--- config.mk ---
export PLATFORM = sky130hd
export DESIGN_NAME = seqgen_multi_flat
export DESIGN_NICKNAME = d
export VERILOG_FILES = /design/src/rtl/seqgen_pkg.sv /design/src/rtl/seqgen_multi_if.sv /design/src/rtl/seqgen_recur.sv /design/src/rtl/seqgen_multi.sv /design/src/flat_wrapper.sv
export SDC_FILE = /design/constraint.sdc
export NUM_CORES = 1
export LEC_CHECK = 0
export CORE_MARGIN = 5
export CORE_UTILIZATION = 58
export DETAILED_ROUTE_END_ITERATION = 10
export HOLD_SLACK_MARGIN = 0.02
export PLACE_DENSITY = 0.84
export SLEW_MARGIN = 20
export SYNTH_ARGS = -nofsm -noshare
export SYNTH_HDL_FRONTEND = slang
export SYNTH_SLANG_ARGS = --single-unit
export TNS_END_PERCENT = 100
--- constraint.sdc ---
create_clock -name clk -period 7.06 [get_ports clk]
set_input_delay 1.412 -clock clk [delete_from_list [all_inputs] [get_ports clk]]
set_output_delay 1.412 -clock clk [all_outputs]
set_load 0.03 [all_outputs]
--- src/rtl/seqgen_pkg.sv ---
// Shared types and seed values for the multi-sequence term generator.
// History registers hold t(n), t(n-1), t(n-2) after the start cycle.
package seqgen_pkg;

   typedef enum logic [2:0] {
      M_SQUARE = 3'd0,
      M_POW3   = 3'd1,
      M_TRI    = 3'd2,
      M_FIB    = 3'd3,
      M_PELL   = 3'd4,
      M_LUCAS  = 3'd5,
      M_PADOV  = 3'd6,
      M_SYLV   = 3'd7
   } mode_e;

   typedef enum logic [1:0] {
      S_IDLE = 2'd0,
      S_RUN  = 2'd1,
      S_DONE = 2'd2
   } state_e;

   function automatic logic [31:0] seed_a(mode_e m);
      logic [31:0] v;
      v = 32'd0;
      unique case (m)
         M_POW3, M_FIB, M_PADOV: v = 32'd1;
         M_LUCAS, M_SYLV:        v = 32'd2;
         default:                v = 32'd0;
      endcase
      return v;
   endfunction

   // Seeds t(-1): chosen so the recurrence yields the listed index-1 term
   function automatic logic [31:0] seed_b(mode_e m);
      logic [31:0] v;
      v = 32'd0;
      unique case (m)
         M_PELL:  v = 32'd1;
         default: v = 32'd0;
      endcase
      return v;
   endfunction

   function automatic logic [31:0] seed_c(mode_e m);
      logic [31:0] v;
      v = 32'd0;
      unique case (m)
         M_PADOV: v = 32'd1;
         default: v = 32'd0;
      endcase
      return v;
   endfunction

endpackage

--- src/rtl/seqgen_multi_if.sv ---
// Control and output-stream bundle of the sequence generator.
// Master drives requests and ready; slave returns the term stream.
interface seqgen_multi_if #(
   parameter int WIDTH = 8,
   parameter int IDXW  = 8
);
   logic [2:0]       mode;
   logic             start;
   logic             clear;
   logic             out_ready;
   logic             out_valid;
   logic [WIDTH-1:0] out_data;
   logic [IDXW-1:0]  out_index;
   logic             overflow;
   logic             busy;

   modport master (
      output mode, start, clear, out_ready,
      input  out_valid, out_data, out_index, overflow, busy
   );

   modport slave (
      input  mode, start, clear, out_ready,
      output out_valid, out_data, out_index, overflow, busy
   );
endinterface

--- src/rtl/seqgen_recur.sv ---
// Combinational next-term evaluator at 2*W precision.
// ovf_o flags an exact next term that does not fit in W bits.
module seqgen_recur
   import seqgen_pkg::*;
#(
   parameter int W = 8
) (
   input  mode_e          mode_i,
   input  logic           first_i,
   input  logic [W-1:0]   a_i,
   input  logic [W-1:0]   b_i,
   input  logic [W-1:0]   c_i,
   input  logic [W-1:0]   k_i,
   output logic [W-1:0]   nxt_o,
   output logic           ovf_o
);
   localparam int DW = 2 * W;
   localparam logic [DW-1:0] ONE = DW'(1);

   logic [DW-1:0] ea, eb, ec, ek, ex;

   assign ea = {{W{1'b0}}, a_i};
   assign eb = {{W{1'b0}}, b_i};
   assign ec = {{W{1'b0}}, c_i};
   assign ek = {{W{1'b0}}, k_i};

   always_comb begin
      ex = '0;
      unique case (mode_i)
         M_SQUARE: ex = ea + (ek << 1) + ONE;
         M_POW3:   ex = ea + (ea << 1);
         M_TRI:    ex = ea + ek + ONE;
         M_FIB:    ex = ea + eb;
         M_PELL:   ex = (ea << 1) + eb;
         // Lucas t(-1) is -1; the first step is fixed instead of seeded
         M_LUCAS:  ex = first_i ? ONE : ea + eb;
         M_PADOV:  ex = eb + ec;
         M_SYLV:   ex = ea * (ea - ONE) + ONE;
         default:  ex = '0;
      endcase
   end

   assign nxt_o = ex[W-1:0];
   assign ovf_o = |ex[DW-1:W];

endmodule

--- src/rtl/seqgen_multi.sv ---
// Multi-sequence term generator with valid/ready output stream.
// SEQGEN_OVERFLOW_STOP_EN: stop in DONE on overflow instead of wrapping.
module seqgen_multi
   import seqgen_pkg::*;
#(
   parameter int WIDTH = 8,
   parameter int IDXW  = 8
) (
   input  logic         clk,
   input  logic         rst_n,
   seqgen_multi_if.slave bus
);
   state_e           state_q, state_d;
   mode_e            mode_q, mode_d;
   logic [WIDTH-1:0] a_q, a_d;
   logic [WIDTH-1:0] b_q, b_d;
   logic [WIDTH-1:0] c_q, c_d;
   logic [WIDTH-1:0] k_q, k_d;
   logic [IDXW-1:0]  idx_q, idx_d;
   logic             ovf_q, ovf_d;
   logic             first_q, first_d;

   logic [WIDTH-1:0] nxt;
   logic             nxt_ovf;
   logic             fire;
   logic             adv;
   mode_e            req_mode;

   seqgen_recur #(.W(WIDTH)) u_recur (
      .mode_i  (mode_q),
      .first_i (first_q),
      .a_i     (a_q),
      .b_i     (b_q),
      .c_i     (c_q),
      .k_i     (k_q),
      .nxt_o   (nxt),
      .ovf_o   (nxt_ovf)
   );

   assign req_mode = mode_e'(bus.mode);
   assign fire     = (state_q == S_RUN) && bus.out_ready;

   always_comb begin
      state_d = state_q;
      mode_d  = mode_q;
      a_d     = a_q;
      b_d     = b_q;
      c_d     = c_q;
      k_d     = k_q;
      idx_d   = idx_q;
      ovf_d   = ovf_q;
      first_d = first_q;
      adv     = 1'b0;
      if (bus.clear) begin
         state_d = S_IDLE;
         mode_d  = M_SQUARE;
         a_d     = '0;
         b_d     = '0;
         c_d     = '0;
         k_d     = '0;
         idx_d   = '0;
         first_d = 1'b0;
      end else if (bus.start) begin
         state_d = S_RUN;
         mode_d  = req_mode;
         a_d     = WIDTH'(seed_a(req_mode));
         b_d     = WIDTH'(seed_b(req_mode));
         c_d     = WIDTH'(seed_c(req_mode));
         k_d     = '0;
         idx_d   = '0;
         ovf_d   = 1'b0;
         first_d = 1'b1;
      end else if (fire) begin
         adv = 1'b1;
`ifdef SEQGEN_OVERFLOW_STOP_EN
         if (nxt_ovf) begin
            adv     = 1'b0;
            state_d = S_DONE;
            ovf_d   = 1'b1;
         end
`else
         ovf_d = ovf_q | nxt_ovf;
`endif
      end
      if (adv) begin
         a_d     = nxt;
         b_d     = a_q;
         c_d     = b_q;
         k_d     = k_q + 1'b1;
         idx_d   = idx_q + 1'b1;
         first_d = 1'b0;
      end
   end

   always_ff @(posedge clk) begin
      if (!rst_n) begin
         state_q <= S_IDLE;
         mode_q  <= M_SQUARE;
         a_q     <= '0;
         b_q     <= '0;
         c_q     <= '0;
         k_q     <= '0;
         idx_q   <= '0;
         ovf_q   <= 1'b0;
         first_q <= 1'b0;
      end else begin
         state_q <= state_d;
         mode_q  <= mode_d;
         a_q     <= a_d;
         b_q     <= b_d;
         c_q     <= c_d;
         k_q     <= k_d;
         idx_q   <= idx_d;
         ovf_q   <= ovf_d;
         first_q <= first_d;
      end
   end

   assign bus.out_valid = (state_q == S_RUN);
   assign bus.busy      = (state_q != S_IDLE);
   assign bus.out_data  = a_q;
   assign bus.out_index = idx_q;
   assign bus.overflow  = ovf_q;

endmodule

--- src/flat_wrapper.sv ---
// flat-port wrapper written by rule: the top's interface ports become plain ports
module seqgen_multi_flat import seqgen_pkg::*;
#(
   parameter int WIDTH = 8,
   parameter int IDXW  = 8
)
  (clk, rst_n, bus_mode, bus_start, bus_clear, bus_out_ready, bus_out_valid, bus_out_data, bus_out_index, bus_overflow, bus_busy);
  seqgen_multi_if #(.WIDTH(WIDTH), .IDXW(IDXW)) bus_i ();
  input  logic clk;
  input  logic rst_n;
  input wire logic [$bits(bus_i.mode)-1:0] bus_mode;
  input wire logic [$bits(bus_i.start)-1:0] bus_start;
  input wire logic [$bits(bus_i.clear)-1:0] bus_clear;
  input wire logic [$bits(bus_i.out_ready)-1:0] bus_out_ready;
  output wire logic [$bits(bus_i.out_valid)-1:0] bus_out_valid;
  output wire logic [$bits(bus_i.out_data)-1:0] bus_out_data;
  output wire logic [$bits(bus_i.out_index)-1:0] bus_out_index;
  output wire logic [$bits(bus_i.overflow)-1:0] bus_overflow;
  output wire logic [$bits(bus_i.busy)-1:0] bus_busy;
  assign bus_i.mode = bus_mode;
  assign bus_i.start = bus_start;
  assign bus_i.clear = bus_clear;
  assign bus_i.out_ready = bus_out_ready;
  assign bus_out_valid = bus_i.out_valid;
  assign bus_out_data = bus_i.out_data;
  assign bus_out_index = bus_i.out_index;
  assign bus_overflow = bus_i.overflow;
  assign bus_busy = bus_i.busy;
  seqgen_multi #(.WIDTH(WIDTH), .IDXW(IDXW)) u_core (.clk(clk), .rst_n(rst_n), .bus(bus_i));
endmodule
==> results of run 1 <==
[power breakdown]
group | internal, mW | switching [mW] | total (mW)
registers | 0.261 | 0.00408 | 0.265
logic | 0.0643 | 0.0920 | 0.156
clock network | 0.106 | 0.0935 | 0.199
total | 0.431 | 0.190 | 0.621
[routing by layer]
metal / share of wire, % / GRT usage (%) / vias to the layer above
met5: 0 / 0 / -
met2: 49 / 44.6 / 208
met1: 41 / 29.4 / 2674
li1: - / - / 2712
met4: 4.8 / 13.1 / 0
met3: 4.8 / 2.79 / 59
[area by class of cell]
cell class              instances  area share, %
multi-input cells             615           72.8
flip-flops and latches         46           13.3
repair buffers                 40           5.27
inverters                      83           4.50
well taps                     140           2.53
clock buffers                   6           1.05
clock inverters                 2          0.542
[sequential cells by signal (all words and copies together) (netlist names)]
name,count
u_core.b_q,8
u_core.bus.out_data,8
u_core.bus.out_index,8
u_core.c_q,8
u_core.k_q,8
u_core.mode_q,3
u_core.bus.overflow,1
u_core.first_q,1
u_core.state_q,1
[worst reg2reg max path, stage by stage, from the launching register on]
cell,delay [ns]
sky130_fd_sc_hd__dfxtp_1,0.39
sky130_fd_sc_hd__inv_1,0.11
sky130_fd_sc_hd__ha_1,0.16
sky130_fd_sc_hd__nand2b_1,0.12
sky130_fd_sc_hd__or4_1,0.43
sky130_fd_sc_hd__ha_1,0.40
sky130_fd_sc_hd__nor2b_1,0.08
sky130_fd_sc_hd__fa_1,0.48
sky130_fd_sc_hd__inv_1,0.06
sky130_fd_sc_hd__fa_1,0.51
sky130_fd_sc_hd__fa_1,0.52
sky130_fd_sc_hd__fa_1,0.51
sky130_fd_sc_hd__fa_1,0.51
sky130_fd_sc_hd__inv_1,0.04
sky130_fd_sc_hd__ha_1,0.32
sky130_fd_sc_hd__and3_1,0.19
sky130_fd_sc_hd__a221oi_1,0.40
sky130_fd_sc_hd__o21ai_0,0.24
sky130_fd_sc_hd__nor2_1,0.16
sky130_fd_sc_hd__a22oi_2,0.10
sky130_fd_sc_hd__o31ai_2,0.31
sky130_fd_sc_hd__a31oi_1,0.12
[layout by cell type (no fill, tap or decap), types with 8 or more instances in the layout]
cell                               n
sky130_fd_sc_hd__o21a_1           13
sky130_fd_sc_hd__nor2b_1          26
sky130_fd_sc_hd__nand2_1          73
sky130_fd_sc_hd__o31a_1            8
sky130_fd_sc_hd__o21ai_0          25
sky130_fd_sc_hd__nand2b_1         21
sky130_fd_sc_hd__dfxtp_1          46
sky130_fd_sc_hd__nor2_1           56
sky130_fd_sc_hd__clkdlybuf4s50_1  26
sky130_fd_sc_hd__or3_1            16
sky130_fd_sc_hd__a21oi_1          48
sky130_fd_sc_hd__xor2_1           18
sky130_fd_sc_hd__fa_1             48
sky130_fd_sc_hd__buf_4            14
sky130_fd_sc_hd__nor3_1            9
sky130_fd_sc_hd__xnor2_1          14
sky130_fd_sc_hd__nand3_1          10
sky130_fd_sc_hd__a21o_1           12
sky130_fd_sc_hd__a221oi_1          8
sky130_fd_sc_hd__inv_1            82
sky130_fd_sc_hd__a211oi_1         15
sky130_fd_sc_hd__ha_1             93
[logic make-up after synthesis]
kind of cell               Yosys count  synth area share, %
AOI/OAI and AO/OA                  175                 18.3
muxes                               11                 1.84
xor gates and xnor gates            35                 5.41
buffers and inverters              113                 6.82
adders and majority gates          145                 33.8
and+or+nand+nor                    249                 19.5
DFF                                 46                 14.4
[how the worst min path moves through the flow]
| stage | start | to | cells after the start | slack [ns] |
|---|---|---|---|---|
| 6_report | u_core.c_q[2] | u_core.c_q[2] | 2 | 0.47 |
| 5_1_grt | u_core.c_q[5] | u_core.c_q[5] | 2 | 0.49 |
| 4_1_cts | u_core.c_q[2] | u_core.c_q[2] | 2 | 0.47 |
| 3_5_place_dp | u_core.c_q[2] | u_core.c_q[2] | 2 | 0.45 |
| 3_3_place_gp | u_core.c_q[7] | u_core.c_q[7] | 2 | 0.45 |
| 2_1_floorplan | u_core.c_q[2] | u_core.c_q[2] | 2 | 0.44 |
[Yosys cell counts (2+ instances only)]
library cell	number
sky130_fd_sc_hd__and4_1	3
sky130_fd_sc_hd__maj3_1	4
sky130_fd_sc_hd__nand2_1	73
sky130_fd_sc_hd__or2b_1	2
sky130_fd_sc_hd__or2_2	5
sky130_fd_sc_hd__o21a_1	13
sky130_fd_sc_hd__dfxtp_1	46
sky130_fd_sc_hd__fa_1	48
sky130_fd_sc_hd__o21ai_1	6
sky130_fd_sc_hd__and2_1	4
sky130_fd_sc_hd__xor2_1	18
sky130_fd_sc_hd__a211oi_1	15
sky130_fd_sc_hd__o311a_1	4
sky130_fd_sc_hd__inv_1	82
sky130_fd_sc_hd__nand2b_1	21
sky130_fd_sc_hd__mux2_2	6
sky130_fd_sc_hd__clkbuf_1	25
sky130_fd_sc_hd__nor3_1	9
sky130_fd_sc_hd__o21bai_1	5
sky130_fd_sc_hd__nor2b_1	26
sky130_fd_sc_hd__a31oi_1	6
sky130_fd_sc_hd__buf_1	2
sky130_fd_sc_hd__and3_1	6
sky130_fd_sc_hd__a221oi_1	8
sky130_fd_sc_hd__nand3_1	10
sky130_fd_sc_hd__o2111ai_1	3
sky130_fd_sc_hd__or3_1	16
sky130_fd_sc_hd__a2111oi_0	3
sky130_fd_sc_hd__nor3b_1	4
sky130_fd_sc_hd__mux2i_1	5
sky130_fd_sc_hd__nand4_1	6
sky130_fd_sc_hd__a21boi_1	4
sky130_fd_sc_hd__a21oi_1	48
sky130_fd_sc_hd__a21o_1	12
sky130_fd_sc_hd__ha_1	93
sky130_fd_sc_hd__o31a_1	8
sky130_fd_sc_hd__o211ai_1	2
sky130_fd_sc_hd__o21ai_0	25
sky130_fd_sc_hd__nor2_1	56
sky130_fd_sc_hd__xnor2_1	14
sky130_fd_sc_hd__a22oi_1	2
[metrics by stage]
step | hold slack (ns) | worst slack (ns)
floorplan | 0.441 | 0.838
global placement | 0.449 | 1.01
detailed placement | 0.455 | 0.790
CTS | 0.468 | 0.784
global route | 0.493 | 0.355
finish | 0.465 | 0.776
==> impl_results.html, run 1 <==
<table>
<tr><th>Metric</th><th>Value</th></tr>
<tr><th colspan="2">STA</th></tr>
<tr><td>Skew final</td><td>0.0140 ns</td></tr>
<tr><td>Share of the clock period used by the worst path</td><td>89.0%</td></tr>
<tr><td>Number of pins with negative max-slew slack in the final report</td><td>0</td></tr>
<tr><td>Fin crit period</td><td>6.28 ns</td></tr>
<tr><td>Worst max-slew margin expressed relative to the limit</td><td>27.5%</td></tr>
<tr><td>Transition time at the pin with the least slew margin</td><td>1.09 ns</td></tr>
<tr><td>Count of final setup violators</td><td>0</td></tr>
<tr><td>Final hold violations</td><td>0</td></tr>
<tr><td>Maximum clock frequency</td><td>159 MHz</td></tr>
<tr><td>Summed negative setup slack over all endpoints</td><td>0 ns</td></tr>
<tr><td>Unrepaired setup endpoints after global routing</td><td>no</td></tr>
<tr><th colspan="2">Layout</th></tr>
<tr><td>Final Core Density</td><td>63.9%</td></tr>
<tr><td>Post-Layout Inst Area</td><td>6930 µm²</td></tr>
<tr><td>N_diodes</td><td>0</td></tr>
<tr><td>Number of standard cells in the final layout excluding fillers</td><td>932</td></tr>
<tr><td>Ratio of cells with drive above 1 in the final layout</td><td>4.80%</td></tr>
<tr><td>Fill cells</td><td>931</td></tr>
<tr><td>Area Growth Syn to Fin</td><td>8.21%</td></tr>
<tr><td>Register Area</td><td>921 µm²</td></tr>
<tr><td>Area taken by multi-input logic gates</td><td>5050 µm²</td></tr>
<tr><td>Net count reported at finish</td><td>940</td></tr>
<tr><th colspan="2">Setup path</th></tr>
<tr><td>Cell breakdown of the critical path</td><td>inv_1, ha_1, nand2b_1, or4_1, ha_1, nor2b_1, fa_1, inv_1, fa_1, fa_1, fa_1, fa_1, inv_1, ha_1, and3_1, a221oi_1, o21ai_0, nor2_1, a22oi_2, o31ai_2, a31oi_1</td></tr>
<tr><td>Worst setup path startpoint</td><td>u_core.bus.out_data[1]</td></tr>
<tr><td>Critical path launch point type</td><td>flip-flop</td></tr>
<tr><td>Required time of the critical path</td><td>7.25 ns</td></tr>
<tr><td>Delay-heaviest family, CP</td><td>adder cells</td></tr>
<tr><td>Terminus of the critical flop-to-flop path</td><td>u_core.bus.overflow</td></tr>
<tr><td>Largest stage delay on the critical path</td><td>0.52 ns</td></tr>
<tr><td>Nature of the critical path endpoint</td><td>flip-flop</td></tr>
<tr><td>Startpoint of the worst register-to-register path</td><td>u_core.bus.out_data[1]</td></tr>
<tr><td>Worst setup slack for register-to-register paths</td><td>0.78 ns</td></tr>
<tr><td>Type of the worst setup path</td><td>reg2reg</td></tr>
<tr><td>Most prevalent standard cell on the critical path</td><td>sky130_fd_sc_hd__fa_1</td></tr>
<tr><td>R2R cell count</td><td>21</td></tr>
<tr><td>Depth of the critical timing path with buffers and inverters included</td><td>21</td></tr>
<tr><td>Sum of buffers and inverters on the critical path</td><td>3</td></tr>
<tr><td>Arrival @ worst endpoint</td><td>6.47 ns</td></tr>
<tr><td>Worst Path Max Fanout</td><td>7</td></tr>
<tr><td>Worst-path cell with the longest stage delay</td><td>sky130_fd_sc_hd__fa_1</td></tr>
<tr><td>Worst setup path end</td><td>u_core.bus.overflow</td></tr>
<tr><th colspan="2">Synth</th></tr>
<tr><td>Cell count after synthesis</td><td>774</td></tr>
<tr><td>Synthesized area divided by synthesized cell count</td><td>8.27 µm²</td></tr>
<tr><td>FF+latch count, synth</td><td>46</td></tr>
<tr><td>Number of synthesized flops with an enable pin</td><td>0</td></tr>
<tr><td>Post-synthesis instance area</td><td>6400 µm²</td></tr>
<tr><td>Count of cell types in the netlist</td><td>67</td></tr>
<tr><td>Synth top area share</td><td>18.2%</td></tr>
<tr><td>Seq/Total Area, Yosys</td><td>14.4%</td></tr>
<tr><td>Synth Net Count</td><td>923</td></tr>
<tr><td>Leading area contributor after synthesis</td><td>sky130_fd_sc_hd__ha_1</td></tr>
<tr><td>Top cells by area in the synthesized netlist</td><td>sky130_fd_sc_hd__ha_1 (18%), sky130_fd_sc_hd__fa_1 (15%), sky130_fd_sc_hd__dfxtp_1 (14%)</td></tr>
<tr><td>Top_reg_cell synth</td><td>sky130_fd_sc_hd__dfxtp_1</td></tr>
<tr><td>Warning count from the yosys run</td><td>0</td></tr>
<tr><td>Synth async-reset ratio</td><td>0%</td></tr>
<tr><th colspan="2">Global routing</th></tr>
<tr><td>Initial antenna violation count</td><td>0</td></tr>
<tr><td>Global route overflow</td><td>0</td></tr>
<tr><td>Wire length of the first global-routing pass</td><td>26.9 mm</td></tr>
<tr><td>GRT Resource Usage Total</td><td>25.0%</td></tr>
<tr><td>Number of global-route vias before repair</td><td>5934</td></tr>
<tr><td>Largest net degree at the start of global routing</td><td>31</td></tr>
<tr><th colspan="2">Clocking</th></tr>
<tr><td>TritonCTS Buffers</td><td>5</td></tr>
<tr><td>H-tree levels</td><td>2</td></tr>
<tr><td>CTS Hold Bufs</td><td>0</td></tr>
<tr><td>Insertion delay of the later-clocked pin in the worst-skew pair</td><td>0.31 ns</td></tr>
<tr><td>Root buf cell</td><td>sky130_fd_sc_hd__clkbuf_8</td></tr>
<tr><td>Total number of clock tree sinks</td><td>46</td></tr>
<tr><td>TritonCTS clock tree</td><td>done</td></tr>
<tr><td>Postcts setup bufs</td><td>0</td></tr>
<tr><td>Clock-pin slew on the worst setup and hold paths</td><td>0.09 ns</td></tr>
<tr><td>Cts repair resizes</td><td>0</td></tr>
<tr><td>Bufs on Longest Clock Path</td><td>2</td></tr>
<tr><th colspan="2">Route</th></tr>
<tr><td>Detailed-routing iteration count for the pre-antenna-repair pass</td><td>5</td></tr>
<tr><td>Post-detailed-route count of antenna-violating nets</td><td>0</td></tr>
<tr><td>Average wire per standard cell</td><td>16.9 µm</td></tr>
<tr><td>Initial DRC count</td><td>441</td></tr>
<tr><td>Final routed wirelength across all metal layers</td><td>15.7 mm</td></tr>
<tr><td>DR vias</td><td>5653</td></tr>
<tr><td># DRC</td><td>0</td></tr>
<tr><td>Via-to-Cell Ratio</td><td>6.07</td></tr>
<tr><th colspan="2">Placed design</th></tr>
<tr><td>Placed cells</td><td>924</td></tr>
<tr><td>GPL Wtd Cong</td><td>0.939</td></tr>
<tr><td>Area after detailed placement</td><td>6820 µm²</td></tr>
<tr><td>Number of port buffers</td><td>26</td></tr>
<tr><td>HPWL after DPL</td><td>12.3 mm</td></tr>
<tr><th colspan="2">Power</th></tr>
<tr><td>Worst vdd rail ir drop</td><td>132 µV</td></tr>
<tr><td>Overall power after layout</td><td>621 µW</td></tr>
<tr><td>Leakage power of the design</td><td>3.16 nW</td></tr>
<tr><td>Power density relative to cell area</td><td>89.6 nW/µm²</td></tr>
<tr><th colspan="2">Floorplan</th></tr>
<tr><td>Area enclosed by the die boundary</td><td>13200 µm²</td></tr>
<tr><td>Initial standard-cell utilization of the core</td><td>59.1%</td></tr>
<tr><td>Num rows</td><td>38</td></tr>
<tr><td>Die span in y</td><td>115 µm</td></tr>
<tr><td>Die boundary width</td><td>115 µm</td></tr>
<tr><td>Number of I/O pins</td><td>27</td></tr>
<tr><td>CORE AREA</td><td>10800 µm²</td></tr>
<tr><th colspan="2">Flow run</th></tr>
<tr><td>Max Cap Violations</td><td>0</td></tr>
<tr><th colspan="2">Worst hold path</th></tr>
<tr><td>Worst Hold Class</td><td>reg2reg</td></tr>
<tr><th colspan="2">Outcome</th></tr>
<tr><td>Outcome</td><td>complete, no violations</td></tr>
</table>
No activity file was read; power rests on OpenSTA's default activity.
==> inputs of run 2 (changes only) <==
--- a/config.mk
+++ b/config.mk
@@ -10,6 +10,7 @@
 export DETAILED_ROUTE_END_ITERATION = 10
 export HOLD_SLACK_MARGIN = 0.02
 export PLACE_DENSITY = 0.84
+export RECOVER_POWER = 25
 export SLEW_MARGIN = 20
 export SYNTH_ARGS = -nofsm -noshare
 export SYNTH_HDL_FRONTEND = slang
==> run 2 against run 1 <==
Net effect:
- power is essentially flat
- wire length shrank 0.49%
- global-route usage is the same
- setup slack lost 0.00071 ns
- combinational power is essentially flat
- die area is the same
- critical path type unchanged
- critical endpoint unchanged
==> impl_results.html, run 2 (synthesis results as in run 1) <==
<table>
<tr><th>Metric</th><th>Value</th></tr>
<tr><th colspan="2">Outcome</th></tr>
<tr><td>Outcome</td><td>complete, no violations</td></tr>
<tr><th colspan="2">STA</th></tr>
<tr><td>Transition time at the pin with the least slew margin</td><td>1.09 ns</td></tr>
<tr><td>Maximum clock frequency</td><td>159 MHz</td></tr>
<tr><td>Skew final</td><td>0.0138 ns</td></tr>
<tr><td>Count of final setup violators</td><td>0</td></tr>
<tr><td>Summed negative setup slack over all endpoints</td><td>0 ns</td></tr>
<tr><td>Unrepaired setup endpoints after global routing</td><td>no</td></tr>
<tr><td>Fin crit period</td><td>6.29 ns</td></tr>
<tr><td>Share of the clock period used by the worst path</td><td>89.0%</td></tr>
<tr><td>Final hold violations</td><td>0</td></tr>
<tr><td>Worst Setup Slack, final</td><td>0.775 ns</td></tr>
<tr><td>Number of pins with negative max-slew slack in the final report</td><td>0</td></tr>
<tr><td>Worst max-slew margin expressed relative to the limit</td><td>27.4%</td></tr>
<tr><th colspan="2">Global routing</th></tr>
<tr><td>Wire length of the first global-routing pass</td><td>26.9 mm</td></tr>
<tr><td>Global route overflow</td><td>0</td></tr>
<tr><td>GRT Resource Usage Total</td><td>25.0%</td></tr>
<tr><td>Largest net degree at the start of global routing</td><td>31</td></tr>
<tr><td>Number of global-route vias before repair</td><td>5934</td></tr>
<tr><td>Initial antenna violation count</td><td>0</td></tr>
<tr><th colspan="2">Layout</th></tr>
<tr><td>Fill cells</td><td>931</td></tr>
<tr><td>Register Area</td><td>921 µm²</td></tr>
<tr><td>Area taken by multi-input logic gates</td><td>5050 µm²</td></tr>
<tr><td>Net count reported at finish</td><td>940</td></tr>
<tr><td>Ratio of cells with drive above 1 in the final layout</td><td>4.80%</td></tr>
<tr><td>Commonest cells after routing, fill and taps aside</td><td>sky130_fd_sc_hd__ha_1 (93), sky130_fd_sc_hd__inv_1 (82), sky130_fd_sc_hd__nand2_1 (73)</td></tr>
<tr><td>N_diodes</td><td>0</td></tr>
<tr><td>Most frequent standard cell in the layout excluding fill and tap cells</td><td>sky130_fd_sc_hd__ha_1</td></tr>
<tr><td>Final Core Density</td><td>63.9%</td></tr>
<tr><td>Post-Layout Inst Area</td><td>6930 µm²</td></tr>
<tr><td>Area Growth Syn to Fin</td><td>8.21%</td></tr>
<tr><th colspan="2">Floorplan</th></tr>
<tr><td>Initial standard-cell utilization of the core</td><td>59.1%</td></tr>
<tr><td>Die boundary width</td><td>115 µm</td></tr>
<tr><td>Num rows</td><td>38</td></tr>
<tr><td>Number of I/O pins</td><td>27</td></tr>
<tr><td>Die span in y</td><td>115 µm</td></tr>
<tr><td>Area enclosed by the die boundary</td><td>13200 µm²</td></tr>
<tr><td>CORE AREA</td><td>10800 µm²</td></tr>
<tr><th colspan="2">Route</th></tr>
<tr><td>Detailed-routing iteration count for the pre-antenna-repair pass</td><td>5</td></tr>
<tr><td>Post-detailed-route count of antenna-violating nets</td><td>0</td></tr>
<tr><td>Average wire per standard cell</td><td>16.8 µm</td></tr>
<tr><td># DRC</td><td>0</td></tr>
<tr><td>Final routed wirelength across all metal layers</td><td>15.6 mm</td></tr>
<tr><td>Initial DRC count</td><td>339</td></tr>
<tr><td>Via-to-Cell Ratio</td><td>6.02</td></tr>
<tr><td>DR vias</td><td>5608</td></tr>
<tr><th colspan="2">Clocking</th></tr>
<tr><td>Bufs on Longest Clock Path</td><td>2</td></tr>
<tr><td>CTS Hold Bufs</td><td>0</td></tr>
<tr><td>Cts repair resizes</td><td>0</td></tr>
<tr><td>TritonCTS Buffers</td><td>5</td></tr>
<tr><td>Insertion delay of the later-clocked pin in the worst-skew pair</td><td>0.31 ns</td></tr>
<tr><td>Total number of clock tree sinks</td><td>46</td></tr>
<tr><td>H-tree levels</td><td>2</td></tr>
<tr><td>TritonCTS clock tree</td><td>done</td></tr>
<tr><td>Clock-pin slew on the worst setup and hold paths</td><td>0.09 ns</td></tr>
<tr><td>Postcts setup bufs</td><td>0</td></tr>
<tr><td>Root buf cell</td><td>sky130_fd_sc_hd__clkbuf_8</td></tr>
<tr><th colspan="2">Power</th></tr>
<tr><td>Worst vdd rail ir drop</td><td>132 µV</td></tr>
<tr><td>Power density relative to cell area</td><td>89.5 nW/µm²</td></tr>
<tr><td>Leakage power of the design</td><td>3.20 nW</td></tr>
<tr><td>Overall power after layout</td><td>620 µW</td></tr>
<tr><th colspan="2">Setup path</th></tr>
<tr><td>Cell breakdown of the critical path</td><td>inv_1, ha_1, nand2b_1, or4_1, ha_1, nor2b_1, fa_1, inv_1, fa_1, fa_1, fa_1, fa_1, inv_1, ha_1, and3_1, a221oi_1, o21ai_0, nor2_1, a22oi_2, o31ai_2, a31oi_1</td></tr>
<tr><td>Nature of the critical path endpoint</td><td>flip-flop</td></tr>
<tr><td>Worst setup path startpoint</td><td>u_core.bus.out_data[1]</td></tr>
<tr><td>Sum of buffers and inverters on the critical path</td><td>3</td></tr>
<tr><td>Worst Path Max Fanout</td><td>7</td></tr>
<tr><td>Worst-path cell with the longest stage delay</td><td>sky130_fd_sc_hd__fa_1</td></tr>
<tr><td>Delay-heaviest family, CP</td><td>adder cells</td></tr>
<tr><td>Most prevalent standard cell on the critical path</td><td>sky130_fd_sc_hd__fa_1</td></tr>
<tr><td>Required time of the critical path</td><td>7.25 ns</td></tr>
<tr><td>Critical path launch point type</td><td>flip-flop</td></tr>
<tr><td>Largest stage delay on the critical path</td><td>0.52 ns</td></tr>
<tr><td>Type of the worst setup path</td><td>reg2reg</td></tr>
<tr><td>Startpoint of the worst register-to-register path</td><td>u_core.bus.out_data[1]</td></tr>
<tr><td>Arrival @ worst endpoint</td><td>6.48 ns</td></tr>
<tr><th colspan="2">Placed design</th></tr>
<tr><td>Number of port buffers</td><td>26</td></tr>
<tr><td>Pre-CTS setup slack</td><td>0.790 ns</td></tr>
<tr><td>GPL Wtd Cong</td><td>0.939</td></tr>
<tr><td>HPWL after DPL</td><td>12.3 mm</td></tr>
<tr><td>Area after detailed placement</td><td>6820 µm²</td></tr>
<tr><th colspan="2">Worst hold path</th></tr>
<tr><td>Min-Delay Startpoint</td><td>u_core.c_q[2]</td></tr>
<tr><td>Worst Hold Class</td><td>reg2reg</td></tr>
<tr><th colspan="2">Flow run</th></tr>
<tr><td>Max Cap Violations</td><td>0</td></tr>
</table>
-- run 2: changes by cell type in the layout (fill, tap and decap cells not counted) --
cell,change
sky130_fd_sc_hd__clkdlybuf4s50_1,-13
sky130_fd_sc_hd__dlygate4sd3_1,+13
-- run 2: routing by layer --
layer | GRT usage [%] | share of wire (%)
met1 | 29.4 | 42
met3 | 2.79 | 4.2
met2 | 44.6 | 49
met5 | 0 | 0
met4 | 13.1 | 4.8
-- run 2: cell type report --
class | instances | share of cell area [%]
Inverter | 83 | 4.50
Clock inverter | 2 | 0.542
Tap cell | 140 | 2.53
Multi-Input combinational cell | 615 | 72.8
Sequential cell | 46 | 13.3
Clock buffer | 6 | 1.05
Timing Repair Buffer | 40 | 5.27
-- run 2: where the power goes --
group	total (mW)	switching (mW)	internal, mW
Sequential	0.265	0.00402	0.261
Combinational	0.156	0.0922	0.0640
Clock	0.199	0.0933	0.106
-- run 2: per-stage QoR --
| stage | hold WS, ns | instances |
|---|---|---|
| finish | 0.465 | 932 |
| global route | 0.493 | 932 |
| CTS | 0.468 | 932 |
| detailed placement | 0.455 | 924 |
| global placement | 0.449 | 924 |
| floorplan | 0.441 | 774 |
-- run 2: worst paths after layout --
| kind | end | slack, ns | cells after the start |
|---|---|---|---|
| max | u_core.bus.overflow | 0.77 | 21 |
| min | u_core.c_q[2] | 0.47 | 2 |
| max reg2reg | u_core.bus.overflow | 0.77 | 21 |
| min reg2reg | u_core.c_q[2] | 0.47 | 2 |
-- run 2: tightest hold or removal path, delay by kind of cell, from the launching register on --
kind,cells,cell delay [ns]
compound gates,1,0.05
simple gates,1,0.05
flops,1,0.32
==> inputs of run 3 (changes only) <==
--- a/config.mk
+++ b/config.mk
@@ -6,10 +6,10 @@
 export NUM_CORES = 1
 export LEC_CHECK = 0
 export CORE_MARGIN = 5
-export CORE_UTILIZATION = 58
+export CORE_UTILIZATION = 35
 export DETAILED_ROUTE_END_ITERATION = 10
 export HOLD_SLACK_MARGIN = 0.02
-export PLACE_DENSITY = 0.84
+export PLACE_DENSITY = 0.58
 export RECOVER_POWER = 25
 export SLEW_MARGIN = 20
 export SYNTH_ARGS = -nofsm -noshare
==> run 3 against run 2 <==
Net effect:
- power up 13%
- core utilization decreased by 24 points
- clock power is 41% higher
- design area rose by 2.5%
- clock skew decreased by 0.0063 ns
- via count decreased by 4.1%
- first-iteration DRC count decreased by 29%
- wire length up 4.4%
- largest cell class unchanged
- largest power group is now the clock network
- highest routed layer unchanged
==> impl_results.html, run 3 (synthesis results as in run 1) <==
<table>
<tr><th>Metric</th><th>Value</th></tr>
<tr><th colspan="2">Clocking</th></tr>
<tr><td>Bufs on Longest Clock Path</td><td>2</td></tr>
<tr><td>TritonCTS Buffers</td><td>5</td></tr>
<tr><td>TritonCTS clock tree</td><td>done</td></tr>
<tr><td>Insertion delay of the later-clocked pin in the worst-skew pair</td><td>0.29 ns</td></tr>
<tr><td>Clock-pin slew on the worst setup and hold paths</td><td>0.07 ns</td></tr>
<tr><td>Root buf cell</td><td>sky130_fd_sc_hd__clkbuf_16</td></tr>
<tr><td>CTS Hold Bufs</td><td>0</td></tr>
<tr><td>Cts repair resizes</td><td>0</td></tr>
<tr><td>H-tree levels</td><td>2</td></tr>
<tr><td>Postcts setup bufs</td><td>0</td></tr>
<tr><td>Total number of clock tree sinks</td><td>46</td></tr>
<tr><th colspan="2">Floorplan</th></tr>
<tr><td>CORE AREA</td><td>18000 µm²</td></tr>
<tr><td>Initial standard-cell utilization of the core</td><td>35.6%</td></tr>
<tr><td>Area enclosed by the die boundary</td><td>21100 µm²</td></tr>
<tr><td>Die span in y</td><td>145 µm</td></tr>
<tr><td>Num rows</td><td>49</td></tr>
<tr><td>Die boundary width</td><td>145 µm</td></tr>
<tr><td>Number of I/O pins</td><td>27</td></tr>
<tr><th colspan="2">Route</th></tr>
<tr><td>Final routed wirelength across all metal layers</td><td>16.3 mm</td></tr>
<tr><td># DRC</td><td>0</td></tr>
<tr><td>Via-to-Cell Ratio</td><td>5.27</td></tr>
<tr><td>DR vias</td><td>5376</td></tr>
<tr><td>Detailed-routing iteration count for the pre-antenna-repair pass</td><td>5</td></tr>
<tr><td>Post-detailed-route count of antenna-violating nets</td><td>0</td></tr>
<tr><td>Initial DRC count</td><td>239</td></tr>
<tr><td>Average wire per standard cell</td><td>16.0 µm</td></tr>
<tr><th colspan="2">Global routing</th></tr>
<tr><td>Number of global-route vias before repair</td><td>5411</td></tr>
<tr><td>Largest net degree at the start of global routing</td><td>31</td></tr>
<tr><td>GRT Resource Usage Total</td><td>15.7%</td></tr>
<tr><td>Initial antenna violation count</td><td>0</td></tr>
<tr><td>Wire length of the first global-routing pass</td><td>27.8 mm</td></tr>
<tr><td>Global route overflow</td><td>0</td></tr>
<tr><th colspan="2">STA</th></tr>
<tr><td>Final hold violations</td><td>0</td></tr>
<tr><td>Maximum clock frequency</td><td>163 MHz</td></tr>
<tr><td>Transition time at the pin with the least slew margin</td><td>0.893 ns</td></tr>
<tr><td>Summed negative setup slack over all endpoints</td><td>0 ns</td></tr>
<tr><td>Number of pins with negative max-slew slack in the final report</td><td>0</td></tr>
<tr><td>Skew final</td><td>0.00747 ns</td></tr>
<tr><td>Share of the clock period used by the worst path</td><td>87.0%</td></tr>
<tr><td>Unrepaired setup endpoints after global routing</td><td>no</td></tr>
<tr><td>Worst max-slew margin expressed relative to the limit</td><td>40.4%</td></tr>
<tr><td>Count of final setup violators</td><td>0</td></tr>
<tr><td>Fin crit period</td><td>6.14 ns</td></tr>
<tr><th colspan="2">Layout</th></tr>
<tr><td>Commonest cells after routing, fill and taps aside</td><td>sky130_fd_sc_hd__ha_1 (93), sky130_fd_sc_hd__inv_1 (82), sky130_fd_sc_hd__nand2_1 (72)</td></tr>
<tr><td>Net count reported at finish</td><td>939</td></tr>
<tr><td>Register Area</td><td>921 µm²</td></tr>
<tr><td>Post-Layout Inst Area</td><td>7100 µm²</td></tr>
<tr><td>Most frequent standard cell in the layout excluding fill and tap cells</td><td>sky130_fd_sc_hd__ha_1</td></tr>
<tr><td>Ratio of cells with drive above 1 in the final layout</td><td>5.06%</td></tr>
<tr><td>Area Growth Syn to Fin</td><td>10.9%</td></tr>
<tr><td>Fill cells</td><td>1837</td></tr>
<tr><td>N_diodes</td><td>0</td></tr>
<tr><td>Area taken by multi-input logic gates</td><td>5050 µm²</td></tr>
<tr><th colspan="2">Power</th></tr>
<tr><td>Sw Share</td><td>29.7%</td></tr>
<tr><td>Overall power after layout</td><td>700 µW</td></tr>
<tr><td>Leakage power of the design</td><td>3.22 nW</td></tr>
<tr><td>Net switching component of the power</td><td>208 µW</td></tr>
<tr><td>Cell-internal power</td><td>492 µW</td></tr>
<tr><td>Power density relative to cell area</td><td>98.6 nW/µm²</td></tr>
<tr><td>Worst vdd rail ir drop</td><td>91.0 µV</td></tr>
<tr><td>Combinational group share of total power</td><td>21.9%</td></tr>
<tr><td>Clock power share</td><td>40.1%</td></tr>
<tr><td>Sequential fraction of design power</td><td>38.0%</td></tr>
<tr><th colspan="2">Outcome</th></tr>
<tr><td>Outcome</td><td>complete, no violations</td></tr>
<tr><th colspan="2">Setup path</th></tr>
<tr><td>Sum of buffers and inverters on the critical path</td><td>2</td></tr>
<tr><td>Largest stage delay on the critical path</td><td>0.57 ns</td></tr>
<tr><td>Worst Path Max Fanout</td><td>6</td></tr>
<tr><td>Most prevalent standard cell on the critical path</td><td>sky130_fd_sc_hd__fa_1</td></tr>
<tr><td>Cell breakdown of the critical path</td><td>or4_4, or2_2, ha_1, nor2_1, fa_1, inv_1, fa_1, fa_1, fa_1, fa_1, inv_1, ha_1, and3_1, a221oi_1, o21ai_0, nor2_1, a22oi_2, o31ai_2, a31oi_1</td></tr>
<tr><td>Worst-path cell with the longest stage delay</td><td>sky130_fd_sc_hd__or4_4</td></tr>
<tr><td>Nature of the critical path endpoint</td><td>flip-flop</td></tr>
<tr><td>Arrival @ worst endpoint</td><td>6.31 ns</td></tr>
<tr><td>Delay-heaviest family, CP</td><td>adder cells</td></tr>
<tr><td>Required time of the critical path</td><td>7.23 ns</td></tr>
<tr><td>Critical path launch point type</td><td>flip-flop</td></tr>
<tr><td>Type of the worst setup path</td><td>reg2reg</td></tr>
<tr><th colspan="2">Worst hold path</th></tr>
<tr><td>Worst Hold Class</td><td>reg2reg</td></tr>
<tr><th colspan="2">Placed design</th></tr>
<tr><td>Number of port buffers</td><td>26</td></tr>
<tr><td>HPWL after DPL</td><td>12.8 mm</td></tr>
<tr><td>GPL Wtd Cong</td><td>0.870</td></tr>
<tr><td>Area after detailed placement</td><td>6920 µm²</td></tr>
<tr><th colspan="2">Flow run</th></tr>
<tr><td>Max Cap Violations</td><td>0</td></tr>
</table>
## run 3: power by group through the flow
stage	Sequential (mW)	Clock [mW]	Combinational, mW
detailed placement	0.272	0	0.153
global placement	0.272	0	0.153
CTS	0.266	0.289	0.155
finish	0.266	0.281	0.153
global route	0.266	0.298	0.177
floorplan	0.271	0	0.113
## run 3: final timing paths
kind | start | endpoint | slack [ns] | cells past startpoint
worst max-delay path | u_core.bus.out_data[3] | u_core.bus.overflow | 0.92 | 19
worst min-delay path | u_core.c_q[2] | u_core.c_q[2] | 0.46 | 2
worst max register to register | u_core.bus.out_data[3] | u_core.bus.overflow | 0.92 | 19
worst min register to register | u_core.c_q[2] | u_core.c_q[2] | 0.46 | 2
## run 3: layout make-up
type                    instances  share of cell area [%]
multi-input cells             615                    71.2
flip-flops and latches         46                    13.0
repair buffers                 39                    5.04
inverters                      83                    4.39
well taps                     229                    4.04
clock buffers                   5                    1.76
clock inverters                 3                   0.634
## run 3: worst register-to-register path: stages (launching register included)
cell                       delay [ns]
sky130_fd_sc_hd__dfxtp_1         0.31
sky130_fd_sc_hd__or4_4           0.57
sky130_fd_sc_hd__or2_2           0.31
sky130_fd_sc_hd__ha_1            0.37
sky130_fd_sc_hd__nor2_1          0.08
sky130_fd_sc_hd__fa_1            0.50
sky130_fd_sc_hd__inv_1           0.06
sky130_fd_sc_hd__fa_1            0.50
sky130_fd_sc_hd__fa_1            0.53
sky130_fd_sc_hd__fa_1            0.54
sky130_fd_sc_hd__fa_1            0.53
sky130_fd_sc_hd__inv_1           0.04
sky130_fd_sc_hd__ha_1            0.31
sky130_fd_sc_hd__and3_1          0.19
sky130_fd_sc_hd__a221oi_1        0.35
sky130_fd_sc_hd__o21ai_0         0.22
sky130_fd_sc_hd__nor2_1          0.15
sky130_fd_sc_hd__a22oi_2         0.10
sky130_fd_sc_hd__o31ai_2         0.24
sky130_fd_sc_hd__a31oi_1         0.11
## run 3: routing by layer
layer | part of all wire (%) | wire length, µm | global-route usage (%)
met2 | 48 | 7790 | 26.9
met1 | 46 | 7570 | 21.1
met3 | 3.5 | 565 | 1.90
met4 | 2.6 | 418 | 4.24
met5 | 0 | 0 | 0
## run 3: metrics by stage
step / worst slack [ns] / utilization [%] / hold WS, ns / cells
2_1_floorplan: 0.838 / - / 0.441 / 774
3_3_place_gp: 1.01 / 38.5 / 0.450 / 1012
3_5_place_dp: 0.924 / 38.5 / 0.453 / 1012
4_1_cts: 0.887 / 39.5 / 0.464 / 1020
5_1_grt: 0.454 / 39.5 / 0.490 / 1020
6_report: 0.918 / 39.5 / 0.462 / 1020
